[src/rtl/tile_turn_controller_pkg.sv]
`default_nettype none
// ============================================================================
//  Module      : tile_turn_controller_pkg
//  Description : Shared types, widths and the one-hot pick decode helper for
//                the tile-matching turn controller.
//  Revision    : 1.0  initial release
// ============================================================================
package tile_turn_controller_pkg;

  localparam int MOVE_W    = 8;
  localparam int IDX_W     = 4;
  localparam int MAX_TILES = 1 << IDX_W;

  // Turn sequencing states; explicit 3-bit encoding
  typedef enum logic [2:0] {
    S_IDLE        = 3'd0,
    S_WAIT_FIRST  = 3'd1,
    S_READ_FIRST  = 3'd2,
    S_WAIT_SECOND = 3'd3,
    S_READ_SECOND = 3'd4,
    S_COMPARE     = 3'd5,
    S_REVEAL      = 3'd6,
    S_DONE        = 3'd7
  } state_t;

  typedef struct packed {
    logic             valid;
    logic [IDX_W-1:0] idx;
  } pick_t;

  // valid is set only when exactly one switch is up; idx is its position
  function automatic pick_t onehot_decode(input logic [MAX_TILES-1:0] sw);
    pick_t r;
    int    n;
    r.valid = 1'b0;
    r.idx   = '0;
    n       = 0;
    for (int i = 0; i < MAX_TILES; i++) begin
      if (sw[i]) begin
        n     = n + 1;
        r.idx = IDX_W'(i);
      end
    end
    r.valid = (n == 1);
    return r;
  endfunction

endpackage
`default_nettype wire

[src/rtl/tile_turn_controller_pick_decoder.sv]
`default_nettype none
// ============================================================================
//  Module      : tile_pick_decoder
//  Description : Turns the switch bank into a tile index and decides whether
//                the pick is usable: exactly one switch, tile not already
//                matched, and (for the second pick) not the first tile again.
//  Revision    : 1.0  initial release
// ============================================================================
module tile_pick_decoder
  import tile_turn_controller_pkg::*;
#(
  parameter int NUM_TILES = 10
) (
  input  logic [NUM_TILES-1:0] i_tile_sw,
  input  logic [NUM_TILES-1:0] i_matched,
  input  logic                 i_check_dup,
  input  logic [IDX_W-1:0]     i_first_idx,
  output logic                 o_valid,
  output logic [IDX_W-1:0]     o_idx,
  output logic [NUM_TILES-1:0] o_onehot
);

  logic [MAX_TILES-1:0] w_sw_ext;
  pick_t                w_dec;
  logic                 w_hits_matched;
  logic                 w_is_dup;

  // Decode the switches and apply the matched / duplicate filters
  always_comb begin
    w_sw_ext       = MAX_TILES'(i_tile_sw);
    w_dec          = onehot_decode(w_sw_ext);
    w_hits_matched = |(i_tile_sw & i_matched);
    w_is_dup       = i_check_dup && (w_dec.idx == i_first_idx);
    o_valid        = w_dec.valid && !w_hits_matched && !w_is_dup;
    o_idx          = w_dec.idx;
    o_onehot       = i_tile_sw;
  end

endmodule
`default_nettype wire

[src/rtl/tile_turn_controller.sv]
`default_nettype none
// ============================================================================
//  Module      : tile_turn_controller
//  Description : Sequences one player turn: two picks, two board reads over a
//                req/ack port, compare, matched/revealed mask update, move
//                counting and game-over detection.
//  Revision    : 1.0  initial release
// ============================================================================
module tile_turn_controller
  import tile_turn_controller_pkg::*;
#(
  parameter int NUM_TILES     = 10,
  parameter int VAL_W         = 3,
  parameter int REVEAL_CYCLES = 50_000_000
) (
  input  logic                 CLOCK_50,
  input  logic                 resetn,
  input  logic                 enable,
  input  logic                 quit,
  input  logic                 select1,
  input  logic                 select2,
  input  logic [NUM_TILES-1:0] tile_sw,
  output logic                 rd_req,
  output logic [IDX_W-1:0]     rd_idx,
  input  logic                 rd_ack,
  input  logic [VAL_W-1:0]     rd_data,
  output logic [NUM_TILES-1:0] revealed,
  output logic [NUM_TILES-1:0] matched,
  output logic [MOVE_W-1:0]    move_count,
  output logic                 match_pulse,
  output logic                 miss_pulse,
  output logic                 game_over,
  output logic                 busy
);

  // +1 keeps the width non-zero when REVEAL_CYCLES is 1
  localparam int                   CNT_W         = $clog2(REVEAL_CYCLES + 1);
  localparam logic [CNT_W-1:0]     c_reveal_load = CNT_W'(REVEAL_CYCLES - 1);
  localparam logic [NUM_TILES-1:0] c_all_tiles   = '1;

  // Registered state
  state_t                 r_state;
  logic                   r_sel1_q;
  logic                   r_sel2_q;
  logic [IDX_W-1:0]       r_idx1;
  logic [IDX_W-1:0]       r_idx2;
  logic [VAL_W-1:0]       r_val1;
  logic [VAL_W-1:0]       r_val2;
  logic [NUM_TILES-1:0]   r_pick;
  logic [NUM_TILES-1:0]   r_matched;
  logic [MOVE_W-1:0]      r_moves;
  logic                   r_match_pulse;
  logic                   r_miss_pulse;
  logic                   r_rd_req;
  logic [CNT_W-1:0]       r_cnt;

  // Next-state values
  state_t                 w_state_n;
  logic [IDX_W-1:0]       w_idx1_n;
  logic [IDX_W-1:0]       w_idx2_n;
  logic [VAL_W-1:0]       w_val1_n;
  logic [VAL_W-1:0]       w_val2_n;
  logic [NUM_TILES-1:0]   w_pick_n;
  logic [NUM_TILES-1:0]   w_matched_n;
  logic [MOVE_W-1:0]      w_moves_n;
  logic                   w_match_pulse_n;
  logic                   w_miss_pulse_n;
  logic                   w_rd_req_n;
  logic [CNT_W-1:0]       w_cnt_n;

  logic                   w_sel1_edge;
  logic                   w_sel2_edge;
  logic                   w_pick_valid;
  logic [IDX_W-1:0]       w_pick_idx;
  logic [NUM_TILES-1:0]   w_pick_onehot;

  assign w_sel1_edge = select1 & ~r_sel1_q;
  assign w_sel2_edge = select2 & ~r_sel2_q;

  tile_pick_decoder #(
    .NUM_TILES (NUM_TILES)
  ) u_pick_decoder (
    .i_tile_sw   (tile_sw),
    .i_matched   (r_matched),
    .i_check_dup (r_state == S_WAIT_SECOND),
    .i_first_idx (r_idx1),
    .o_valid     (w_pick_valid),
    .o_idx       (w_pick_idx),
    .o_onehot    (w_pick_onehot)
  );

  // Key history for edge detection; runs in every state so edges seen
  // during REVEAL are consumed rather than queued
  always_ff @(posedge CLOCK_50 or negedge resetn) begin
    if (!resetn) begin
      r_sel1_q <= 1'b0;
      r_sel2_q <= 1'b0;
    end else begin
      r_sel1_q <= select1;
      r_sel2_q <= select2;
    end
  end

  // Turn FSM next-state and datapath updates
  always_comb begin
    w_state_n       = r_state;
    w_idx1_n        = r_idx1;
    w_idx2_n        = r_idx2;
    w_val1_n        = r_val1;
    w_val2_n        = r_val2;
    w_pick_n        = r_pick;
    w_matched_n     = r_matched;
    w_moves_n       = r_moves;
    w_match_pulse_n = 1'b0;
    w_miss_pulse_n  = 1'b0;
    w_rd_req_n      = 1'b0;
    w_cnt_n         = r_cnt;

    if (quit || !enable) begin
      // Abort from anywhere: drop any outstanding read and wipe the game
      w_state_n   = S_IDLE;
      w_idx1_n    = '0;
      w_idx2_n    = '0;
      w_val1_n    = '0;
      w_val2_n    = '0;
      w_pick_n    = '0;
      w_matched_n = '0;
      w_moves_n   = '0;
      w_cnt_n     = '0;
    end else begin
      case (r_state)
        S_IDLE: begin
          w_state_n = S_WAIT_FIRST;
        end
        S_WAIT_FIRST: begin
          if (w_sel1_edge && w_pick_valid) begin
            w_idx1_n  = w_pick_idx;
            w_pick_n  = r_pick | w_pick_onehot;
            w_state_n = S_READ_FIRST;
          end
        end
        S_READ_FIRST: begin
          // ack only counts once the request is actually on the port
          if (r_rd_req && rd_ack) begin
            w_val1_n  = rd_data;
            w_state_n = S_WAIT_SECOND;
          end else begin
            w_rd_req_n = 1'b1;
          end
        end
        S_WAIT_SECOND: begin
          if (w_sel2_edge && w_pick_valid) begin
            w_idx2_n  = w_pick_idx;
            w_pick_n  = r_pick | w_pick_onehot;
            w_state_n = S_READ_SECOND;
          end
        end
        S_READ_SECOND: begin
          if (r_rd_req && rd_ack) begin
            w_val2_n  = rd_data;
            w_state_n = S_COMPARE;
          end else begin
            w_rd_req_n = 1'b1;
          end
        end
        S_COMPARE: begin
          if (r_moves != {MOVE_W{1'b1}}) begin
            w_moves_n = r_moves + MOVE_W'(1);
          end
          if (r_val1 == r_val2) begin
            w_matched_n     = r_matched | r_pick;
            w_pick_n        = '0;
            w_match_pulse_n = 1'b1;
            w_state_n       = (w_matched_n == c_all_tiles) ? S_DONE : S_WAIT_FIRST;
          end else begin
            w_miss_pulse_n = 1'b1;
            w_cnt_n        = c_reveal_load;
            w_state_n      = S_REVEAL;
          end
        end
        S_REVEAL: begin
          if (r_cnt == '0) begin
            w_pick_n  = '0;
            w_state_n = S_WAIT_FIRST;
          end else begin
            w_cnt_n = r_cnt - CNT_W'(1);
          end
        end
        S_DONE: begin
          w_state_n = S_DONE;
        end
        default: begin
          w_state_n = S_IDLE;
        end
      endcase
    end
  end

  // Turn FSM state and datapath registers
  always_ff @(posedge CLOCK_50 or negedge resetn) begin
    if (!resetn) begin
      r_state       <= S_IDLE;
      r_idx1        <= '0;
      r_idx2        <= '0;
      r_val1        <= '0;
      r_val2        <= '0;
      r_pick        <= '0;
      r_matched     <= '0;
      r_moves       <= '0;
      r_match_pulse <= 1'b0;
      r_miss_pulse  <= 1'b0;
      r_rd_req      <= 1'b0;
      r_cnt         <= '0;
    end else begin
      r_state       <= w_state_n;
      r_idx1        <= w_idx1_n;
      r_idx2        <= w_idx2_n;
      r_val1        <= w_val1_n;
      r_val2        <= w_val2_n;
      r_pick        <= w_pick_n;
      r_matched     <= w_matched_n;
      r_moves       <= w_moves_n;
      r_match_pulse <= w_match_pulse_n;
      r_miss_pulse  <= w_miss_pulse_n;
      r_rd_req      <= w_rd_req_n;
      r_cnt         <= w_cnt_n;
    end
  end

  // Outputs are decoded straight from registers
  always_comb begin
    rd_req      = r_rd_req;
    rd_idx      = '0;
    if (r_state == S_READ_FIRST) begin
      rd_idx = r_idx1;
    end else if (r_state == S_READ_SECOND) begin
      rd_idx = r_idx2;
    end
    revealed    = r_matched | r_pick;
    matched     = r_matched;
    move_count  = r_moves;
    match_pulse = r_match_pulse;
    miss_pulse  = r_miss_pulse;
    game_over   = (r_state == S_DONE);
    busy        = (r_state == S_READ_FIRST)  || (r_state == S_READ_SECOND) ||
                  (r_state == S_COMPARE)     || (r_state == S_REVEAL);
  end

endmodule
`default_nettype wire
[config.mk]
export PLATFORM = sky130hd
export DESIGN_NAME = tile_turn_controller
export DESIGN_NICKNAME = d
export VERILOG_FILES = /design/src/rtl/tile_turn_controller_pkg.sv /design/src/rtl/tile_turn_controller_pick_decoder.sv /design/src/rtl/tile_turn_controller.sv
export SDC_FILE = /design/constraint.sdc
export NUM_CORES = 1
export LEC_CHECK = 0
export CELL_PAD_IN_SITES_DETAIL_PLACEMENT = 1
export CELL_PAD_IN_SITES_GLOBAL_PLACEMENT = 2
export CORE_UTILIZATION = 35
export CTS_CLUSTER_SIZE = 8
export DETAILED_ROUTE_END_ITERATION = 7
export HOLD_SLACK_MARGIN = 0.1
export PLACE_DENSITY = 0.87
export SLEW_MARGIN = 20
export SYNTH_ARGS = -nofsm -noshare
export SYNTH_HDL_FRONTEND = slang
export SYNTH_SLANG_ARGS = --single-unit
[constraint.sdc]
create_clock -name CLOCK_50 -period 3.5 [get_ports CLOCK_50]
set_input_delay 0.7 -clock CLOCK_50 [delete_from_list [all_inputs] [get_ports CLOCK_50]]
set_output_delay 0.7 -clock CLOCK_50 [all_outputs]
set_load 0.02 [all_outputs]
### Yosys cells after proc, flatten, opt, wreduce, memory -nomap -nowiden

Index checks and enable logic that the tools add are counted.

| cells by class | value |
|---|---|
| mux-type cells | 66 |
| reductions and logical operators | 38 |
| equal/unequal tests | 20 |
| bitwise logic cells | 7 |
| add/sub/neg operators | 11 |

Operators by type and width:

| cell | number |
|---|---|
| $mux 32 | 9 |
| $add 32x2->32 const B | 8 |
| $mux 10 | 8 |
| $mux 26 | 3 |
| $pmux 26 s2 | 1 |
| $mux 3 | 17 |
| $mux 4 | 10 |
| $pmux 10 s4 | 1 |
| $eq 32x2->1 const B | 1 |
| $logic_not 26->1 | 1 |
| $sub 26x1->26 const B | 1 |
| $mux 8 | 3 |
| $ne 3x3->1 const B | 8 |
| $pmux 3 s8 | 1 |
| $or 10x10->10 | 2 |
| $reduce_bool 2->1 | 10 |
| $eq 3x3->1 const B | 4 |
| $reduce_and 2->1 | 6 |
| $mux 1 | 11 |
| $and 10x10->10 | 1 |
| $eq 10x10->1 const B | 1 |
| $reduce_and 5->1 | 2 |
| $reduce_or 10->1 | 1 |
| $add 8x1->8 const B | 1 |
| 17 further kinds | 31 |

| word-level totals | value |
|---|---|
| word-level logic and storage cells | 156 |
| bits of input ports | 20 |
| flip-flop bits (word level) | 76 |

### Depth between registers and ports, before layout

Gate-level depths: netlist of the first run.

| depth | value |
|---|---|
| word-level depth | 26 |
| mapped depth | 29 |
| gate-level depth less buffers | 28 |

### By module

Synthesis of the first run repeated with hierarchy kept, for this count alone.

| second synthesis, totals | value |
|---|---|
| cell total of the unflattened synthesis | 568 |
| area total of the unflattened synthesis | 5074.9 um^2 |

Modules (own cells, without submodules):

| module | area each (um^2) | cells an instance | instances |
|---|---|---|---|
| tile_turn_controller | 3990.1 | 425 | 1 |
| tile_pick_decoder | 1084.8 | 143 | 1 |

### Worst setup path after synthesis of the first run

No wires, ideal clock.

| path | value |
|---|---|
| path kind | input to register |
| start point | input port tile_sw[0] |
| end point | register r_idx2[0] |
| buffers on the path | 1 |
| stages | 29 |
| setup time | 79 ps |
| arrival time | 6098 ps |
| setup slack | -2677 ps |
| cell sequence | inv_1 > ha_1 > xor2_1 > ha_1 > mux2_2 > ha_1 > mux2_2 > ha_1 > inv_1 > a22o_1 > nand2_1 > ha_1 > nand2b_1 > o21a_1 > ha_1 > mux2i_1 > a31oi_1 > ha_1 > inv_1 > a21oi_1 > ha_1 > nand2_1 > xor2_1 > xnor2_1 > o2111ai_1 > a2111oi_4 > and3_1 > buf_6 > mux2i_1 |

| on the way | value |
|---|---|
| word-level cells in the longest chain between the ends | 25 |

Ends and longest elaborated chain:

| item | RTL line | RTL |
|---|---|---|
| start, declared | tile_turn_controller.sv:22 | `input logic [NUM_TILES-1:0] tile_sw,` |
| $mux 1 | tile_turn_controller_pkg.sv:39 | `if (sw[i]) begin` |
| $add 1x1->2 | tile_turn_controller_pkg.sv:40 | `n = n + 1;` |
| $mux 32 | tile_turn_controller_pkg.sv:39 |  |
| $add 32x2->32 | tile_turn_controller_pkg.sv:40 |  |
| $mux 32 | tile_turn_controller_pkg.sv:39 |  |
| $add 32x2->32 | tile_turn_controller_pkg.sv:40 |  |
| $mux 32 | tile_turn_controller_pkg.sv:39 |  |
| $add 32x2->32 | tile_turn_controller_pkg.sv:40 |  |
| [... 8 more ...] | -- |  |
| $mux 32 | tile_turn_controller_pkg.sv:39 |  |
| $add 32x2->32 | tile_turn_controller_pkg.sv:40 |  |
| $mux 32 | tile_turn_controller_pkg.sv:39 |  |
| $eq 32x2->1 | tile_turn_controller_pkg.sv:44 | `r.valid = (n == 1);` |
| $logic_and 1x1->1 (*) (2 in series) | tile_turn_controller_pick_decoder.sv:34 | `o_valid = w_dec.valid && !w_hits_matched && !w_is_dup;` |
| $logic_and 1x1->1 (*) | tile_turn_controller.sv:152 | `if (w_sel2_edge && w_pick_valid) begin` |
| $reduce_bool 2->1 (no line) (*) | -- |  |
| $reduce_and 2->1 (no line) (*) | -- |  |
| end signal, assigned | tile_turn_controller.sv:217 | `r_idx2 <= w_idx2_n;` |
| end, declared | tile_turn_controller.sv:46 | `logic [IDX_W-1:0] r_idx2;` |

Every way passes the cells marked *; elsewhere a longest branch is shown, timed or not.
A chain may end at the register's enable or synchronous reset.

### Worst setup path in the final report of the first run

| path | value |
|---|---|
| start point | input port tile_sw[1] |
| end point | register r_idx2[1] |

| on the way | value |
|---|---|
| word-level cells in the longest chain between the ends | 23 |

Ends and longest elaborated chain:

| item | RTL line |
|---|---|
| $mux 32 | tile_turn_controller_pkg.sv:39 |
| $add 32x2->32 | tile_turn_controller_pkg.sv:40 |
| $mux 32 | tile_turn_controller_pkg.sv:39 |
| $add 32x2->32 | tile_turn_controller_pkg.sv:40 |
| $mux 32 | tile_turn_controller_pkg.sv:39 |
| $add 32x2->32 | tile_turn_controller_pkg.sv:40 |
| $mux 32 | tile_turn_controller_pkg.sv:39 |
| $add 32x2->32 | tile_turn_controller_pkg.sv:40 |
| [... 7 more ...] | -- |
| $add 32x2->32 | tile_turn_controller_pkg.sv:40 |
| $mux 32 | tile_turn_controller_pkg.sv:39 |
| $eq 32x2->1 | tile_turn_controller_pkg.sv:44 |
| $logic_and 1x1->1 | tile_turn_controller_pick_decoder.sv:34 |
| $logic_and 1x1->1 (*) | tile_turn_controller_pick_decoder.sv:34 |
| $logic_and 1x1->1 (*) | tile_turn_controller.sv:152 |
| $reduce_bool 2->1 (no line) (*) | -- |
| $reduce_and 2->1 (no line) (*) | -- |

Marked as above.

==> impl_metrics.yaml, run 1 <==
sta:
  slew_viol_final: 0
  finalCriticalPeriod_ns: 5.82
  slew_headroom_pct: 32.5
  tightest_slew_ns: 1.01
  finClkSkew_ns: 0.00882
  hold_viol: 0
  setup_viol_count_final: 21
  rsz0062_at_grt: "yes"
  finalCritPeriodShare_pct: 166
  fin_ws_ns: -2.32
  max_freq_mhz: 172
yosys:
  syn_inst: 556
  synth_edf_count: 0
  yosys_warnings: 0
  synth.largest_area_cell: "dfrtp_1"
  syn_avg_cell_area_um2: 8.80
  yosysSeqAreaShare_pct: 38.9
  synth_top_area_share_pct: 38.9
  async_flop_share_pct: 100
  netlist_area_um2: 4890
  netlist_top_cells_area: "dfrtp_1, nor2_1, nand2_1"
  synth.distinct_cells: 69
  ys_top_cells_by_count: "dfrtp_1, nor2_1, nand2_1, o21ai_0, a21oi_1"
  yosys_most_used_dff: "dfrtp_1"
  syn-num-nets: 587
  ys_ff_latch: 76
  yosysMostFrequentCell: "dfrtp_1"
placed_design:
  dp_hpwl_mm: 10.8
  port_buffers: 56
  gp_congestion: 0.804
  dpl_worst_slack_ns: -3.30
  place_inst: 825
detailed_routing:
  wl_mm: 14.7
  vias: 4655
  drc: 0
  wl_per_cell_um: 17.3
  postRouteAntennaNets: 0
  drt-initial-drc-count: 299
  dr.pass1.iters: 4
  vias_per_cell: 5.47
cells_and_area:
  finalNonFillerCells: 851
  fill_cells: 1578
  multi_input_area_um2: 3000
  register_area_um2: 1900
  nets: 701
  drive_gt1_share_pct: 23.4
  area_growth_pct: 36.0
  num_antenna_cells: 0
power_and_ir_drop:
  p_per_area_nw_per_um2: 445
  p_leak_uw: 0.00294
  peakVddDrop_mv: 0.280
  power.total_uw: 2960
worst_hold_path:
  whs_path_depth: 1
  hp-class: "reg2reg"
  worstHoldStart: "r_cnt[19]$_DFFE_PN0P_"
  holdPathEnd: "r_cnt[19]$_DFFE_PN0P_"
clock_network:
  cts_buffer_depth: 2
  cts_tree: "yes"
  clk_pin_slew_ns: 0.06
  cts_sinks: 76
  cts_root_buffer: "clkbuf_16"
  insertion_delay_ns: 0.34
  htreeDepth: 3
  numCtsBuffers: 9
critical_path:
  cpMostUsedCell: "ha_4"
  critPathKind: "in2reg"
  r2r-end: "r_cnt[23]$_DFFE_PN0P_"
  cp_slowest_cell: "a2111oi_4"
  reg2reg_slack_ns: 0.19
  crit_path_max_fanout: 4
  end_kind: "flip-flop"
  cp-start-kind: "input port"
  worstPathArrival_ns: 6.07
  reg2regPathDepth: 12
  crit_path_max_incr_delay_ns: 0.41
  worstPathRequired_ns: 3.75
  r2r_start: "r_cnt[0]$_DFFE_PN0P_"
die:
  num_rows: 42
  die_h_um: 120
  initial_core_util_pct: 36.4
  die_area_um2: 14500
  die_w_um: 120
  core_um2: 13500
  io_pins: 57
grt:
  grt_util_all_layers_pct: 21.6
  grt_pass1_vias: 4973
  grt_first_pass_wirelength_mm: 25.1
  grt_start_max_net_pins: 77
  antenna_found_initial: 0
  overflow: 0
status:
  outcome: "finished with violations"
  violations: "setup timing"
job:
  max_cap_viol_count: 0
[final cells by class]
type / instances / share of cell area (%)
Multi-Input combinational cell: 431 / 45.1
Tap cell: 176 / 3.31
Sequential cell: 76 / 28.6
Clock buffer: 10 / 3.59
Clock inverter: 6 / 1.05
Timing Repair Buffer: 132 / 16.9
Inverter: 20 / 1.39
[layer usage]
metal,vias to the layer above,wire (um),GRT usage (%)
met1,2343,6880,28.2
li1,2223,-,-
met4,0,182,5.25
met2,73,7250,37.1
met3,16,386,3.82
met5,-,0,0
[worst max-delay path, delay by kind of cell]
kind                     cells  cell delay (ns)
AND/OR/NAND/NOR              3             0.44
buffers and inverters        8             0.76
multiplexers                 4             0.84
XOR/XNOR                     3             0.47
AO/OA/AOI/OAI                6             1.19
adder cells (fa/ha/maj)      7             1.67
[stage by stage]
step	TNS (ns)	util, %	cell area [um^2]	hold slack (ns)
2_1_floorplan	-46.19	-	4990	0.404
6_report	-47.88	49.5	6650	0.477
3_3_place_gp	-62.62	45.6	6140	0.463
4_1_cts	-49.53	48.9	6590	0.480
3_5_place_dp	-66.74	45.6	6140	0.472
5_1_grt	-53.83	49.5	6650	0.495
[sequential cells by signal, summed over array words and instances (netlist names), 3 cells and up]
name	count
r_cnt	26
r_val2	3
r_idx2	4
r_state	3
matched	10
move_count	8
r_idx1	4
r_pick	10
r_val1	3
[worst max path at each step]
stage / from / end / slack, ns / cells after the start
floorplan: tile_sw[1] / r_idx2[0]$_DFFE_PN0P_ / -2.34 / 29
global placement: tile_sw[1] / r_idx2[2]$_DFFE_PN0P_ / -3.05 / 30
detailed placement: tile_sw[0] / r_idx2[1]$_DFFE_PN0P_ / -3.30 / 29
CTS: tile_sw[1] / r_idx2[1]$_DFFE_PN0P_ / -2.42 / 30
global route: tile_sw[1] / r_idx2[3]$_DFFE_PN0P_ / -2.59 / 31
finish: tile_sw[1] / r_idx2[1]$_DFFE_PN0P_ / -2.32 / 31
[cells by family after synthesis]
family	Yosys count	synth area share (%)
AOI/OAI and AO/OA	139	19.5
xor gates and xnor gates	40	8.77
adders and majority gates	11	2.81
buffers and inverters	49	4.22
DFF	76	38.9
muxes	18	3.73
and+or+nand+nor	223	22.1
[power breakdown]
| part | total, uW | internal [uW] | switching [uW] |
|---|---|---|---|
| combinational | 1060 | 542 | 519 |
| clock | 973 | 578 | 395 |
| sequential | 925 | 898 | 26.6 |
| total | 2960 | 2020 | 941 |
[cells in the final DEF, fill, tap and decap left out, types with 6 or more instances in the layout]
cell type and instances:
buf_4 76, a211o_1 9, xnor2_1 20, nand2_1 59, nor3_1 16, or3_1 9, xor2_1 15, nand3_1 8
nand2b_1 9, clkbuf_16 9, nor4_1 6, nand4_1 8, mux2i_1 16, nor2_1 64, a22oi_1 7, a21oi_1 27
a22o_1 8, or2_2 13, dfrtp_1 76, a211oi_1 6, inv_1 14, o21ai_0 25, clkdlybuf4s50_1 52, o21ai_2 10
[what timing repair did]
action	4_1_cts	5_1_grt
hold buffers	0	0
pin swaps	17	14
buffers inserted	8	2
gates resized for setup	31	10
endpoints found under the setup margin	22	45
endpoints found under the hold margin	0	0
No activity file was read; power rests on OpenSTA's default activity.
==> run 2: changes to the inputs <==
- CAP_MARGIN: default -> 20
==> results of run 2 <==
The final DEF is identical to that of run 1; final timing and power are the same.
==> variant: new RTL, config.mk and constraints of run 2 <==
The package constant `IDX_W` goes from 4 to 5.
--- a/src/rtl/tile_turn_controller_pkg.sv
+++ b/src/rtl/tile_turn_controller_pkg.sv
@@ -10,3 +10,3 @@
   localparam int MOVE_W    = 8;
-  localparam int IDX_W     = 4;
+  localparam int IDX_W     = 5;
   localparam int MAX_TILES = 1 << IDX_W;
Interface: changed (resized rd_idx); port bits go from 57 to 58. No check against the original RTL was run, so the function may have changed too.
==> variant against run 2 <==
Cell count up 3.4%. Power grew 1.4%. Wire length increased by 5.9%. Area after synthesis grew 3.0%. The run still ends with negative setup slack left. Critical path depth up 1. First-iteration DRC count down 5.7%. Final area increased by 3.2%. Clock power decreased by 8.3%. Worst setup slack lost 0.19 ns. Sequential cell count unchanged. Utilization down 0.39 points. Sequential power about the same.
==> variant: results (changes against run 2) <==
status: "complete, but fails checks"
violations: "negative setup slack"
fin_skew_ns: 0.00902  # +0.000203 ns
pre_cts_slack_ns: -3.32  # -0.0190 ns
worst_path_max_delay_cell: "or3_4"
vias_per_cell: 5.53  # +1.0%
grt_usage_pct: 22.4  # +0.80 points
grt_pass1_vias: 5158  # +3.7%
synth_common_cells: "dfrtp_1 (76), nor2_1 (73), nand2_1 (50)"
first_iter_violations: 282  # -5.7%
reg2reg_depth: 11  # -1
yosysSeqAreaShare_pct: 37.7  # -1.1 points
finalSetupViolations: 21  # unchanged
synth_area_leaders: "dfrtp_1 (38%), nor2_1 (5.4%), nand2_1 (3.7%)"
routabilityCongestion: 0.861  # +7.1%
dp_hpwl_um: 11500  # +5.9%
p_leak_nw: 3.10  # +5.5%
final_net_count: 727  # +3.7%
synthDistinctLibCells: 78  # +13%
final.setup.worst_slack_ns: -2.51  # -0.194 ns
clkLatencyLatePin_ns: 0.35
cpPeakStageDelay_ns: 0.37  # -0.04 ns
syn_nets: 601  # +2.4%
tightest_slew_ns: 0.834  # -0.179 ns
diodes: 0  # unchanged
fillCellCount: 1633  # +3.5%
switching_share_pct: 32.0  # +0.24 points
grt_first_pass_wirelength_um: 26100  # +4.0%
layout-drive-gt1-share_pct: 23.0  # -0.41 points
-- variant: cell families after synthesis --
kind of cell / synth area share [%]
simple gates: 22.4
compound gates: 20.1
flops: 37.7
buf+inv: 4.52
xor+xnor: 8.66
mux: 3.82
fa+ha+maj: 2.73
other cells: 0.0744
-- variant: cell type report --
class | instances | area [µm²] | area share, %
clock inverters | 3 | 21.3 | 0.310
clock buffers | 12 | 256 | 3.74
multi-input cells | 441 | 3070 | 44.7
repair buffers | 148 | 1310 | 19.0
well taps | 180 | 225 | 3.28
flip-flops and latches | 76 | 1900 | 27.7
inverters | 20 | 87.6 | 1.28
-- variant: path summary, 6_finish.rpt --
kind	startpoint	to	slack, ns
min in group CLOCK_50	r_pick[3]	r_pick[3]	0.50
max in group asynchronous	resetn	matched[3]	2.60
min reg2reg	r_pick[3]	r_pick[3]	0.50
min	resetn	r_cnt[22]	0.31
max	tile_sw[1]	r_idx2[1]	-2.51
max reg2reg	r_cnt[0]	r_pick[1]	0.08
-- variant: repair_timing --
action | 4_1_cts | 5_1_grt
endpoints found under the hold margin | 0 | 0
hold buffers | 0 | 0
setup buffers | 9 | 5
pin swaps | 17 | 3
resized for setup | 27 | 8
setup endpoints to repair | 21 | 24
cloned | 0 | 0
-- variant: per-stage QoR --
stage / cell area [µm²] / TNS (ns) / instances
2_1_floorplan: 5130 / -51.94 / 570
5_1_grt: 6860 / -55.28 / 880
6_report: 6860 / -50.81 / 880
3_3_place_gp: 6360 / -64.52 / 850
3_5_place_dp: 6360 / -68.37 / 850
4_1_cts: 6780 / -50.93 / 874
-- variant: critical path, delay by kind of cell --
| kind | cells | cell delay, ns |
|---|---|---|
| and+or+nand+nor | 6 | 0.88 |
| buffers and inverters | 7 | 0.67 |
| xor gates and xnor gates | 3 | 0.56 |
| AOI/OAI and AO/OA | 6 | 0.89 |
| muxes | 3 | 0.78 |
| adders and majority gates | 7 | 1.72 |
-- variant: power by group through the flow --
stage          Combinational, mW  Sequential (mW)  Clock [mW]
2_1_floorplan              0.640            0.931           0
3_3_place_gp               0.956            0.939           0
3_5_place_dp                1.00            0.941           0
6_report                    1.18            0.927       0.892
4_1_cts                     1.12            0.925       0.918
5_1_grt                     1.28            0.931       0.953
-- variant: metal layers --
| layer | track usage, % | part of all wire, % | up-vias |
|---|---|---|---|
| li1 | - | - | 2309 |
| met1 | 28.6 | 44 | 2436 |
| met2 | 37.7 | 50 | 95 |
| met3 | 4.49 | 4.1 | 23 |
| met4 | 7.56 | 1.9 | 0 |
| met5 | 0 | 0 | - |
